--- src/rtl/sr_pulse_gen.sv ---
// Debounced set/reset buttons -> single fixed-width S or R pulse with a trailing gap, for a NOR SR latch.
// Latency: S/R rises DEBOUNCE_CYCLES+3 clks after a clean edge; requests arriving while busy are dropped.
module sr_pulse_gen #(
    parameter int DEBOUNCE_CYCLES = 16,
    parameter int PULSE_CYCLES    = 4,
    parameter int GAP_CYCLES      = 2
) (
    input  logic clk,
    input  logic rst_n,
    input  logic btn_set,
    input  logic btn_reset,
    output logic S,
    output logic R,
    output logic busy,
    output logic q_model,
    output logic conflict
);

    localparam int DW   = $clog2(DEBOUNCE_CYCLES);
    localparam int TMAX = (PULSE_CYCLES > GAP_CYCLES) ? PULSE_CYCLES : GAP_CYCLES;
    localparam int TW   = $clog2(TMAX + 1);

    localparam logic [DW-1:0] DB_LAST    = DW'(DEBOUNCE_CYCLES - 1);
    localparam logic [TW-1:0] PULSE_LAST = TW'(PULSE_CYCLES - 1);
    localparam logic [TW-1:0] GAP_LAST   = TW'(GAP_CYCLES - 1);

    typedef enum logic [1:0] {
        IDLE    = 2'd0,
        PULSE_S = 2'd1,
        PULSE_R = 2'd2,
        GAP     = 2'd3
    } state_t;

    // Bit 0 carries the set button, bit 1 the reset button, through the whole front end.
    logic [1:0]         btn_raw;
    logic [1:0]         sync_meta;
    logic [1:0]         sync_q;
    logic [1:0]         stable;
    logic [1:0]         stable_d;
    logic [1:0]         req;
    logic [1:0][DW-1:0] db_cnt;

    logic               set_req;
    logic               reset_req;

    state_t             state;
    logic [TW-1:0]      tcnt;

    assign btn_raw = {btn_reset, btn_set};

    always_ff @(posedge clk or negedge rst_n) begin
        if (!rst_n) begin
            sync_meta <= '0;
            sync_q    <= '0;
        end else begin
            sync_meta <= btn_raw;
            sync_q    <= sync_meta;
        end
    end

    // The stable value flips only after DEBOUNCE_CYCLES consecutive samples disagree with it.
    always_ff @(posedge clk or negedge rst_n) begin
        if (!rst_n) begin
            stable   <= '0;
            stable_d <= '0;
            db_cnt   <= '0;
        end else begin
            stable_d <= stable;
            for (int i = 0; i < 2; i++) begin
                if (sync_q[i] != stable[i]) begin
                    if (db_cnt[i] == DB_LAST) begin
                        stable[i] <= ~stable[i];
                        db_cnt[i] <= '0;
                    end else begin
                        db_cnt[i] <= db_cnt[i] + DW'(1);
                    end
                end else begin
                    db_cnt[i] <= '0;
                end
            end
        end
    end

    assign req       = stable & ~stable_d;
    assign set_req   = req[0];
    assign reset_req = req[1];

    always_ff @(posedge clk or negedge rst_n) begin
        if (!rst_n) begin
            state    <= IDLE;
            tcnt     <= '0;
            S        <= 1'b0;
            R        <= 1'b0;
            busy     <= 1'b0;
            q_model  <= 1'b0;
            conflict <= 1'b0;
        end else begin
            conflict <= set_req & reset_req;
            case (state)
                IDLE: begin
                    tcnt <= '0;
                    if (set_req && !reset_req) begin
                        state <= PULSE_S;
                        S     <= 1'b1;
                        busy  <= 1'b1;
                    end else if (reset_req && !set_req) begin
                        state <= PULSE_R;
                        R     <= 1'b1;
                        busy  <= 1'b1;
                    end
                end
                PULSE_S, PULSE_R: begin
                    if (tcnt == PULSE_LAST) begin
                        state   <= GAP;
                        tcnt    <= '0;
                        S       <= 1'b0;
                        R       <= 1'b0;
                        q_model <= (state == PULSE_S);
                    end else begin
                        tcnt <= tcnt + TW'(1);
                    end
                end
                GAP: begin
                    if (tcnt == GAP_LAST) begin
                        state <= IDLE;
                        tcnt  <= '0;
                        busy  <= 1'b0;
                    end else begin
                        tcnt <= tcnt + TW'(1);
                    end
                end
                default: begin
                    state <= IDLE;
                    tcnt  <= '0;
                    S     <= 1'b0;
                    R     <= 1'b0;
                    busy  <= 1'b0;
                end
            endcase
        end
    end

    // Driving S and R together would put the downstream NOR latch in its forbidden state.
    assert property (@(posedge clk) disable iff (!rst_n) !(S && R));

endmodule

--- config.mk ---
export PLATFORM = sky130hd
export DESIGN_NAME = sr_pulse_gen
export DESIGN_NICKNAME = d
export VERILOG_FILES = /design/src/rtl/sr_pulse_gen.sv
export SDC_FILE = /design/constraint.sdc
export NUM_CORES = 1
export LEC_CHECK = 0
export ABC_CLOCK_PERIOD_IN_PS = 2200
export CAP_MARGIN = 10
export CORE_UTILIZATION = 38
export DETAILED_ROUTE_END_ITERATION = 16
export PLACE_DENSITY = 0.56
export SETUP_SLACK_MARGIN = 0.5
export SLEW_MARGIN = 20
export SYNTH_ARGS = -nofsm -noshare
export SYNTH_HDL_FRONTEND = slang
export SYNTH_SLANG_ARGS = --single-unit
--- constraint.sdc ---
create_clock -name clk -period 2.2 [get_ports clk]
set_input_delay 0.33 -clock clk [delete_from_list [all_inputs] [get_ports clk]]
set_output_delay 0.33 -clock clk [all_outputs]
set_load 0.03 [all_outputs]
==> metrics.txt, run 1 <==
CTS root buf=clkbuf_4; CORE AREA=roughly 3000 um2; final instance area=roughly 1400 um2; initial antenna violation count=0; Crit. End Element=register; TNS Setup=0 ns; DR vias/cell=~4.8; # DRC=0; RSZ-0062 raised after global routing=false; DRT iter0 DRCs=23; prevailing post-synth register cell=dfrtp_1; Netlist cell types=25; ranking of synthesized cells by area=dfrtp_1, ha_1, a21oi_1, inv_1, xnor2_1; CTS max path bufs=2; Period minus WS final=roughly 1.5 ns; setup slack, reg-to-reg=roughly 0.71 ns; fin util=a little under half; Setup WS pre-CTS=between 0.7 and 0.8 ns; achievable frequency=0.6710 GHz; asr flop ratio synth=100.0%; Final HPWL DP=approximately 1300 um; Commonest cells post-synth=dfrtp_1, ha_1, inv_1; Synth area leader=dfrtp_1; CP Class=register to register; Slew headroom=about three quarters; I/O Buffers=8; Final Cycle Share=between 60% and 70%; Warnings, synthesis=0; chip width=58.43 um; pwr dens=about 1100 nW/um2; reg2reg path depth=5; transition time of the tightest slew-check pin=around 0.37 ns; syn_area_per_cell=roughly 12 um2; synthesis-to-finish area growth=15.93%; sequential-to-total area share from yosys stat=approximately 54%; routability congestion estimate=0.7573; Post-Syn Instances=approximately 100; row cnt=20; # IOs=9; first-pass GRT wire length=around 3100 um; Post-DP Area=between 1000 and 1500 um2; WL final=around 1800 um; largest net degree at the start of global routing=27; final hold viol count=0; reg2reg end=busy$_DFFE_PN0P_; Clock Latency Late Sink=approximately 0.32 ns; global route hottest layer=met2; Tot GR Track Use=between 10% and 20%; TritonCTS Buffers=3; Diodes inserted=0; skew final=around 0.0052 ns; fin cells=158; vias=755; CTS tree=done; DR WL/cell=11.23 um; total gr overflow=0; Final setup viols=0; Peak VDD IR=about 300 uV; Req. time, crit path=between 2 and 2.5 ns; Clock Sinks=26; Yosys reg bits=26; CTS Hold Bufs=0; HP Class=input port to asynchronous set/reset pin; grt met2 use=19.21%; worst setup margin=about 0.71 ns; top cell type's share of synthesized area=a little over half; met1 Track Usage GR=about 16%; Pwr Total=~1.5 mW; clk slew on worst S/H paths=between 0.1 and 0.15 ns; Mapped Nets=about 120; initial core utilization=between 30% and 40%; CP Max Fanout=4; Pins Over Slew Limit=0; number of synthesized flops with an enable pin=0; status=finished, final reports clean; maxcap violations=0; # nets final=132; first drt pass iteration count=4; full die area=approximately 3400 um2; Worst setup startpoint=stable[1]$_DFFE_PN0P_; placed insts=around 150; Pleak=between 0.6 and 0.7 nW; Die Ht=58.43 um; most instantiated library cell after synthesis=dfrtp_1; Post-DRT Antenna Nets=0; layout cell share with drive strength beyond 1=9.649%; Hold WS=0.3425 ns; vias in the first global route=slightly above 700; reg-to-reg startpoint=stable[1]$_DFFE_PN0P_; Synth Cell Area=between 1000 and 1500 um2; CTS H-Tree Depth=1; met3 Use GR=under 10%; Worst Setup Start Kind=register; CP arrival=between 1.5 and 2 ns
## final cells by class
cell class | count | area [um2]
clock buffers | 3 | 22.52
clock inverters | 1 | 30.03
fillers | 293 | 1625
inverters | 12 | 45.04
multi-input cells | 63 | 514.2
flip-flops and latches | 26 | 650.6
well taps | 44 | 55.05
repair buffers | 9 | 85.08
## logic make-up after synthesis
kind of cell | Yosys count | synth area share, %
DFF | 26 | 53.77
AOI/OAI and AO/OA | 23 | 12.31
and+or+nand+nor | 20 | 11.07
buffers and inverters | 12 | 3.723
adders and majority gates | 13 | 13.44
xor gates and xnor gates | 4 | 2.895
muxes | 3 | 2.792
## metal layers
metal,vias to the layer above,wire length [um]
met5,-,0
met4,0,30
met3,4,68
met2,17,816
met1,362,859
li1,372,-
## worst max-delay path: stages, from the launching register on
cell      delay (ns)
dfrtp_1         0.44
nand2b_1        0.10
inv_1           0.06
ha_1            0.32
a22oi_1         0.32
o22ai_1         0.13
## sequential cells by signal, indices dropped and copies added (netlist names), 2 cells and up
signal and cells:
tcnt 3, sync_q 2, sync_meta 2, stable_d 2, state 2, db_cnt 8, stable 2
## placed cells by master (no fill, tap or decap), types with 3 or more instances in the layout
master,count
clkdlybuf4s50_1,3
dlygate4sd2_1,4
clkbuf_4,3
o21ai_0,4
nor2b_1,3
a21oi_1,10
ha_1,13
dfrtp_1,26
mux2_2,3
xnor2_1,4
inv_1,12
## report_power, final
group | internal (mW) | switching (mW)
Sequential | 0.553 | 0.0520
Clock | 0.184 | 0.143
Combinational | 0.246 | 0.306
## worst max path at each step
stage / slack [ns] / to / cells after the start
floorplan: 0.84 / state[0]$_DFFE_PN0P_ / 5
global placement: 0.72 / busy$_DFFE_PN0P_ / 5
detailed placement: 0.71 / busy$_DFFE_PN0P_ / 5
CTS: 0.52 / conflict / 1
global route: 0.55 / state[1]$_DFFE_PN0P_ / 5
finish: 0.71 / busy$_DFFE_PN0P_ / 5
## timing repair
item                                    in CTS  in global routing
endpoints found under the hold margin        0                  0
gates resized for setup                      4                  1
setup buffers                                0                  0
endpoints found under the setup margin       4                  1
pin swaps                                    0                  0
cloned                                       0                  0
Note: power is estimated with default switching activity, not from simulation.
==> inputs of run 2 (changes only) <==
ABC_CLOCK_PERIOD_IN_PS = 1400   (was 2200)
clock period = 1.4 ns   (was 2.2 ns; I/O delays follow)
==> run 2 against run 1 <==
  * Cell count grew 15%
  * Clock-buffer cell count grew 1
  * Via count grew 15%
  * Total power grew 110%
  * First-iteration DRC count grew 17%
  * Critical path type unchanged
  * Largest power group is now combinational cells
==> metrics.txt, run 2 (synthesized netlist as in run 1, its figures left out) <==
Hold WS=0.2368 ns (-0.1057 ns); CTS H-Tree Depth=1 (unchanged); HP Class=input port to asynchronous set/reset pin; Clock Latency Late Sink=0.31 ns (about the same); Post-DRT Antenna Nets=0 (unchanged); first drt pass iteration count=4 (unchanged); max reg flops=8 (unchanged); achievable frequency=0.7242 GHz (+7.9%); Largest regs=db_cnt (8), tcnt (3); # DRC=0 (unchanged); initial core utilization=39.96% (unchanged); RSZ-0062 raised after global routing=true; total gr overflow=0 (unchanged); Worst Setup Start Kind=register; Final Cycle Share=98.63% (+31 points); Final setup viols=0 (unchanged); final instance area=1898 um2 (+35%); slowest stage delay, CP=0.40 ns (-0.04 ns); Diodes inserted=0 (unchanged); layout cell share with drive strength beyond 1=58.70% (+49 points); pwr dens=1618 nW/um2 (+53%); CP arrival=1.63 ns (-0.07 ns); I/O Buffers=8 (unchanged); highest-delay cell along the critical path=dfrtp_1; Slew headroom=77.52% (+2.1 points); initial antenna violation count=0 (unchanged); maxcap violations=0 (unchanged); Post-DP Area=1485 um2 (+9.8%); full die area=3413 um2 (unchanged); transition time of the tightest slew-check pin=0.3372 ns (-0.02905 ns); # IOs=9 (unchanged); Clock Sinks=26 (unchanged); DR WL/cell=12.68 um (+13%); Req. time, crit path=1.65 ns (-0.76 ns); DRT iter0 DRCs=27 (+17%); CP Max Fanout=3 (-1); skew final=0.001963 ns (-0.003199 ns); Peak VDD IR=827.7 uV (+180%); TNS Setup=0 ns (unchanged); status=finished, final reports clean; Die Ht=58.43 um (unchanged); most frequent cells in the layout=dfrtp_1, buf_4, buf_6; # nets final=156 (+18%); fin cells=182 (+15%); CTS max path bufs=2 (unchanged); vias in the first global route=919 (+29%); first-pass GRT wire length=4050 um (+29%); row cnt=20 (unchanged); CORE AREA=3028 um2 (unchanged); Final HPWL DP=1497 um (+17%); Pins Over Slew Limit=0 (unchanged); Tot GR Track Use=15.80% (+3.5 points); Period minus WS final=1.381 ns (-0.1094 ns); DR vias/cell=4.769 (-0.19%); routability congestion estimate=0.7597 (+0.32%); clk slew on worst S/H paths=0.14 ns (about the same); CTS root buf=clkbuf_4; final hold viol count=0 (unchanged); chip width=58.43 um (unchanged); Pwr Total=3.071 mW (+110%); Top reg by flops=db_cnt; crit path cell chain=nand2b_4 > ha_4 > a221oi_4 > a2bb2oi_2; CP Class=register to register; CTS Hold Bufs=0 (unchanged); vias=868 (+15%); Pleak=0.7986 nW (+21%); placed insts=156 (+1.3%); largest net degree at the start of global routing=27 (unchanged); synthesis-to-finish area growth=56.88%; CTS tree=done; Crit. End Element=register; commonest non-fill, non-tap cell in the layout=dfrtp_1; WL final=2307 um (+30%); TritonCTS Buffers=3 (unchanged)
==> run 2: changes by cell type in the layout (fill, tap and decap cells not counted), moves of 4 or more <==
cell / delta
buf_4: +18
buf_6: +11
ha_1: -11
ha_4: +8
a21oi_1: -5
a21oi_2: +4
dlygate4sd2_1: -4
inv_1: -4
xnor2_1: -4
==> run 2: where the power goes <==
part	internal, mW	leakage (nW)	switching (mW)
logic	0.929	0.452	0.789
registers	0.870	0.325	0.101
clock network	0.159	0.0210	0.223
total	1.96	0.799	1.11
==> run 2: what timing repair did <==
| item | 4_1_cts | 5_1_grt |
|---|---|---|
| cloned | 0 | 0 |
| gates resized for setup | 60 | 15 |
| setup buffers | 20 | 2 |
| endpoints found under the hold margin | 0 | 0 |
| pin swaps | 10 | 9 |
| endpoints found under the setup margin | 25 | 25 |
==> run 2: worst paths after layout <==
kind	start	endpoint	slack, ns	depth (start not counted)
worst max-delay path	stable_d[0]$_DFF_PN0_	state[1]$_DFFE_PN0P_	0.02	4
worst min-delay path	rst_n	db_cnt[7]$_DFF_PN0_	0.24	2
worst max register to register	stable_d[0]$_DFF_PN0_	state[1]$_DFFE_PN0P_	0.02	4
worst min register to register	sync_meta[1]$_DFF_PN0_	sync_q[1]$_DFF_PN0_	0.37	0
max in group asynchronous	rst_n	db_cnt[0]$_DFF_PN0_	0.89	2
min in group clk	btn_reset	sync_meta[1]$_DFF_PN0_	0.31	1
==> run 2: layout make-up <==
class / instances / area (um2)
well taps: 44 / 55.05
flip-flops and latches: 26 / 654.4
multi-input cells: 63 / 808.3
clock buffers: 4 / 36.28
repair buffers: 33 / 296.5
inverters: 12 / 47.55
fillers: 241 / 1130
==> run 2: metal layers <==
| metal | vias to the layer above | global-route usage, % | routed length [um] |
|---|---|---|---|
| li1 | 425 | - | - |
| met1 | 433 | 21.10 | 1002 |
| met2 | 8 | 26.27 | 1239 |
| met3 | 2 | 1.978 | 46 |
| met4 | 0 | 6.122 | 19 |
| met5 | - | 0 | 0 |
==> run 2: metrics by stage <==
step / utilization (%) / setup WS, ns
final: 62.69 / 0.01923
after global routing: 62.69 / -0.06702
after CTS: 60.91 / 0.01403
after detailed placement: 49.05 / -0.001821
after global placement: 49.05 / 0.03040
after floorplan: - / 0.1589
==> run 2: worst max-delay path: cells and delay by family (launching register included) <==
kind	cells	cell delay, ns
fa+ha+maj	1	0.26
simple gates	1	0.16
compound gates	2	0.50
flops	1	0.40
==> inputs of run 3 (changes only) <==
DONT_BUFFER_PORTS = 1   (was not set)
PLACE_DENSITY = 0.52   (was 0.56)
==> run 3 against run 2 <==
  * Non-clock buffer count is 11 lower
  * Sequential cell count did not move
  * Combinational power decreased by 23%
  * Maximum frequency up 2.7%
  * Total power is 12% lower
  * Critical path depth grew 1
  * Critical endpoint is now state[0]$_DFFE_PN0P_
  * Largest power group unchanged
==> metrics.txt, run 3 (synthesized netlist as in run 1, its figures left out) <==
Req. time, crit path=1.67 ns (+0.02 ns); TNS Setup=0 ns (unchanged); row cnt=20 (unchanged); CTS tree=done; routability congestion estimate=0.7129 (-6.2%); synthesis-to-finish area growth=45.30%; Post-DP Area=1390 um2 (-6.4%); Largest regs=db_cnt (8), tcnt (3); CP Max Fanout=5 (+2); first drt pass iteration count=3 (-1); reg2reg path depth=5 (+1); final hold viol count=0 (unchanged); # fillers=238 (-1.2%); CP Class=register to register; Worst Setup Start Kind=register; status=finished, final reports clean; RSZ-0062 raised after global routing=true; initial core utilization=39.96% (unchanged); placed insts=146 (-6.4%); Final HPWL DP=1344 um (-10%); reg-to-reg startpoint=state[0]$_DFFE_PN0P_; Multi-input gate area=768.2 um2 (-5.0%); met3 Use GR=2.198% (+0.22 points); commonest non-fill, non-tap cell in the layout=dfrtp_1; Pins Over Slew Limit=0 (unchanged); Crit. End Element=register; # DRC=0 (unchanged); grt met2 use=23.32% (-3.0 points); Period minus WS final=1.344 ns (-0.03646 ns); Die Ht=58.43 um (unchanged); DR vias/cell=4.871 (+2.1%); HP Class=input port to asynchronous set/reset pin; Post-DRT Antenna Nets=0 (unchanged); vias in the first global route=821 (-11%); most frequent cells in the layout=dfrtp_1, buf_4, inv_1; DR WL/cell=12.86 um (+1.5%); full die area=3413 um2 (unchanged); CORE AREA=3028 um2 (unchanged); fin cells=170 (-6.6%); fin util=58.06% (-4.6 points); # IOs=9 (unchanged); achievable frequency=0.7439 GHz (+2.7%); pwr dens=1536 nW/um2 (-5.0%); Peak VDD IR=833.4 uV (+0.69%); Clock Latency Late Sink=0.32 ns (about the same); largest net degree at the start of global routing=27 (unchanged); CTS max path bufs=2 (unchanged); setup slack, reg-to-reg=0.06 ns (+0.04 ns); first-pass GRT wire length=3643 um (-10%); global route hottest layer=met2; I/O Buffers=0 (-8); Sequential cell area=659.4 um2 (+0.76%); initial antenna violation count=0 (unchanged); WL final=2187 um (-5.2%); CP arrival=1.61 ns (-0.02 ns); layout cell share with drive strength beyond 1=54.76% (-3.9 points); transition time of the tightest slew-check pin=0.2939 ns (-0.04331 ns); Final Cycle Share=96.02% (-2.6 points); total gr overflow=0 (unchanged); final instance area=1758 um2 (-7.4%); DRT iter0 DRCs=23 (-15%); Diodes inserted=0 (unchanged); Pleak=0.7276 nW (-8.9%); vias=828 (-4.6%); Clock Sinks=26 (unchanged); CTS H-Tree Depth=1 (unchanged); clk slew on worst S/H paths=0.15 ns (about the same); maxcap violations=0 (unchanged); CTS root buf=clkbuf_4; # nets final=145 (-7.1%); Top reg by flops=db_cnt; max reg flops=8 (unchanged); Tot GR Track Use=14.55% (-1.2 points); TritonCTS Buffers=3 (unchanged); Slew headroom=80.41% (+2.9 points); skew final=0.01944 ns (+0.01748 ns); Final setup viols=0 (unchanged); chip width=58.43 um (unchanged); reg2reg end=state[0]$_DFFE_PN0P_; met1 Track Usage GR=19.35% (-1.8 points)
-- run 3: cell types whose count changed in the layout (fill, tap and decap cells not counted), sizes merged --
cell	change
clkdlybuf4s50	-3
dlygate4sd3	+3
clkbuf	-1
buf	-11
-- run 3: how the worst max path moves through the flow --
stage                           end             startpoint  cells after the start  slack (ns)
2_1_floorplan  state[0]$_DFFE_PN0P_  stable[1]$_DFFE_PN0P_                      5        0.16
3_3_place_gp       busy$_DFFE_PN0P_  stable[1]$_DFFE_PN0P_                      5        0.05
3_5_place_dp       busy$_DFFE_PN0P_  stable[1]$_DFFE_PN0P_                      5        0.04
4_1_cts        state[0]$_DFFE_PN0P_   state[0]$_DFFE_PN0P_                      5        0.05
5_1_grt        state[1]$_DFFE_PN0P_   state[0]$_DFFE_PN0P_                      5       -0.03
6_report       state[0]$_DFFE_PN0P_   state[0]$_DFFE_PN0P_                      5        0.06
-- run 3: cell type report --
type	count	area share, %
repair buffers	22	11.81
inverters	12	2.562
multi-input cells	63	43.70
flip-flops and latches	26	37.51
well taps	44	3.132
clock buffers	3	1.281
-- run 3: critical path: stages, from the launching register on --
cell	delay, ns
dfrtp_1	0.43
inv_2	0.07
ha_4	0.26
nor2b_4	0.14
a221oi_4	0.22
a2bb2oi_2	0.16
-- run 3: timing repair --
action                     4_1_cts  5_1_grt
hold buffers                     4        0
buffers inserted                14        3
hold endpoints to repair        28        0
resized for setup               20       16
setup endpoints to repair       25       25
pin swaps                        8       10
-- run 3: where the power goes --
part	internal (mW)	switching, mW	total [mW]
Sequential	0.874	0.168	1.04
Combinational	0.723	0.612	1.33
Clock	0.101	0.223	0.324
Total	1.70	1.00	2.70
-- run 3: per-layer routing --
metal | wire (um) | share of wire (%)
met2 | 1108 | 51
met5 | 0 | 0
met3 | 35 | 1.6
met4 | 17 | 0.78
met1 | 1025 | 47
-- run 3: metrics by stage --
| step | total power, mW | hold slack (ns) | setup slack, ns |
|---|---|---|---|
| after CTS | 2.500 | 0.2978 | 0.04512 |
| after detailed placement | 1.948 | -0.08500 | 0.04384 |
| after global routing | 2.882 | 0.2846 | -0.02535 |
| final | 2.701 | 0.2916 | 0.05569 |
| after global placement | 1.929 | -0.08503 | 0.04670 |
| after floorplan | 1.766 | -0.08559 | 0.1589 |
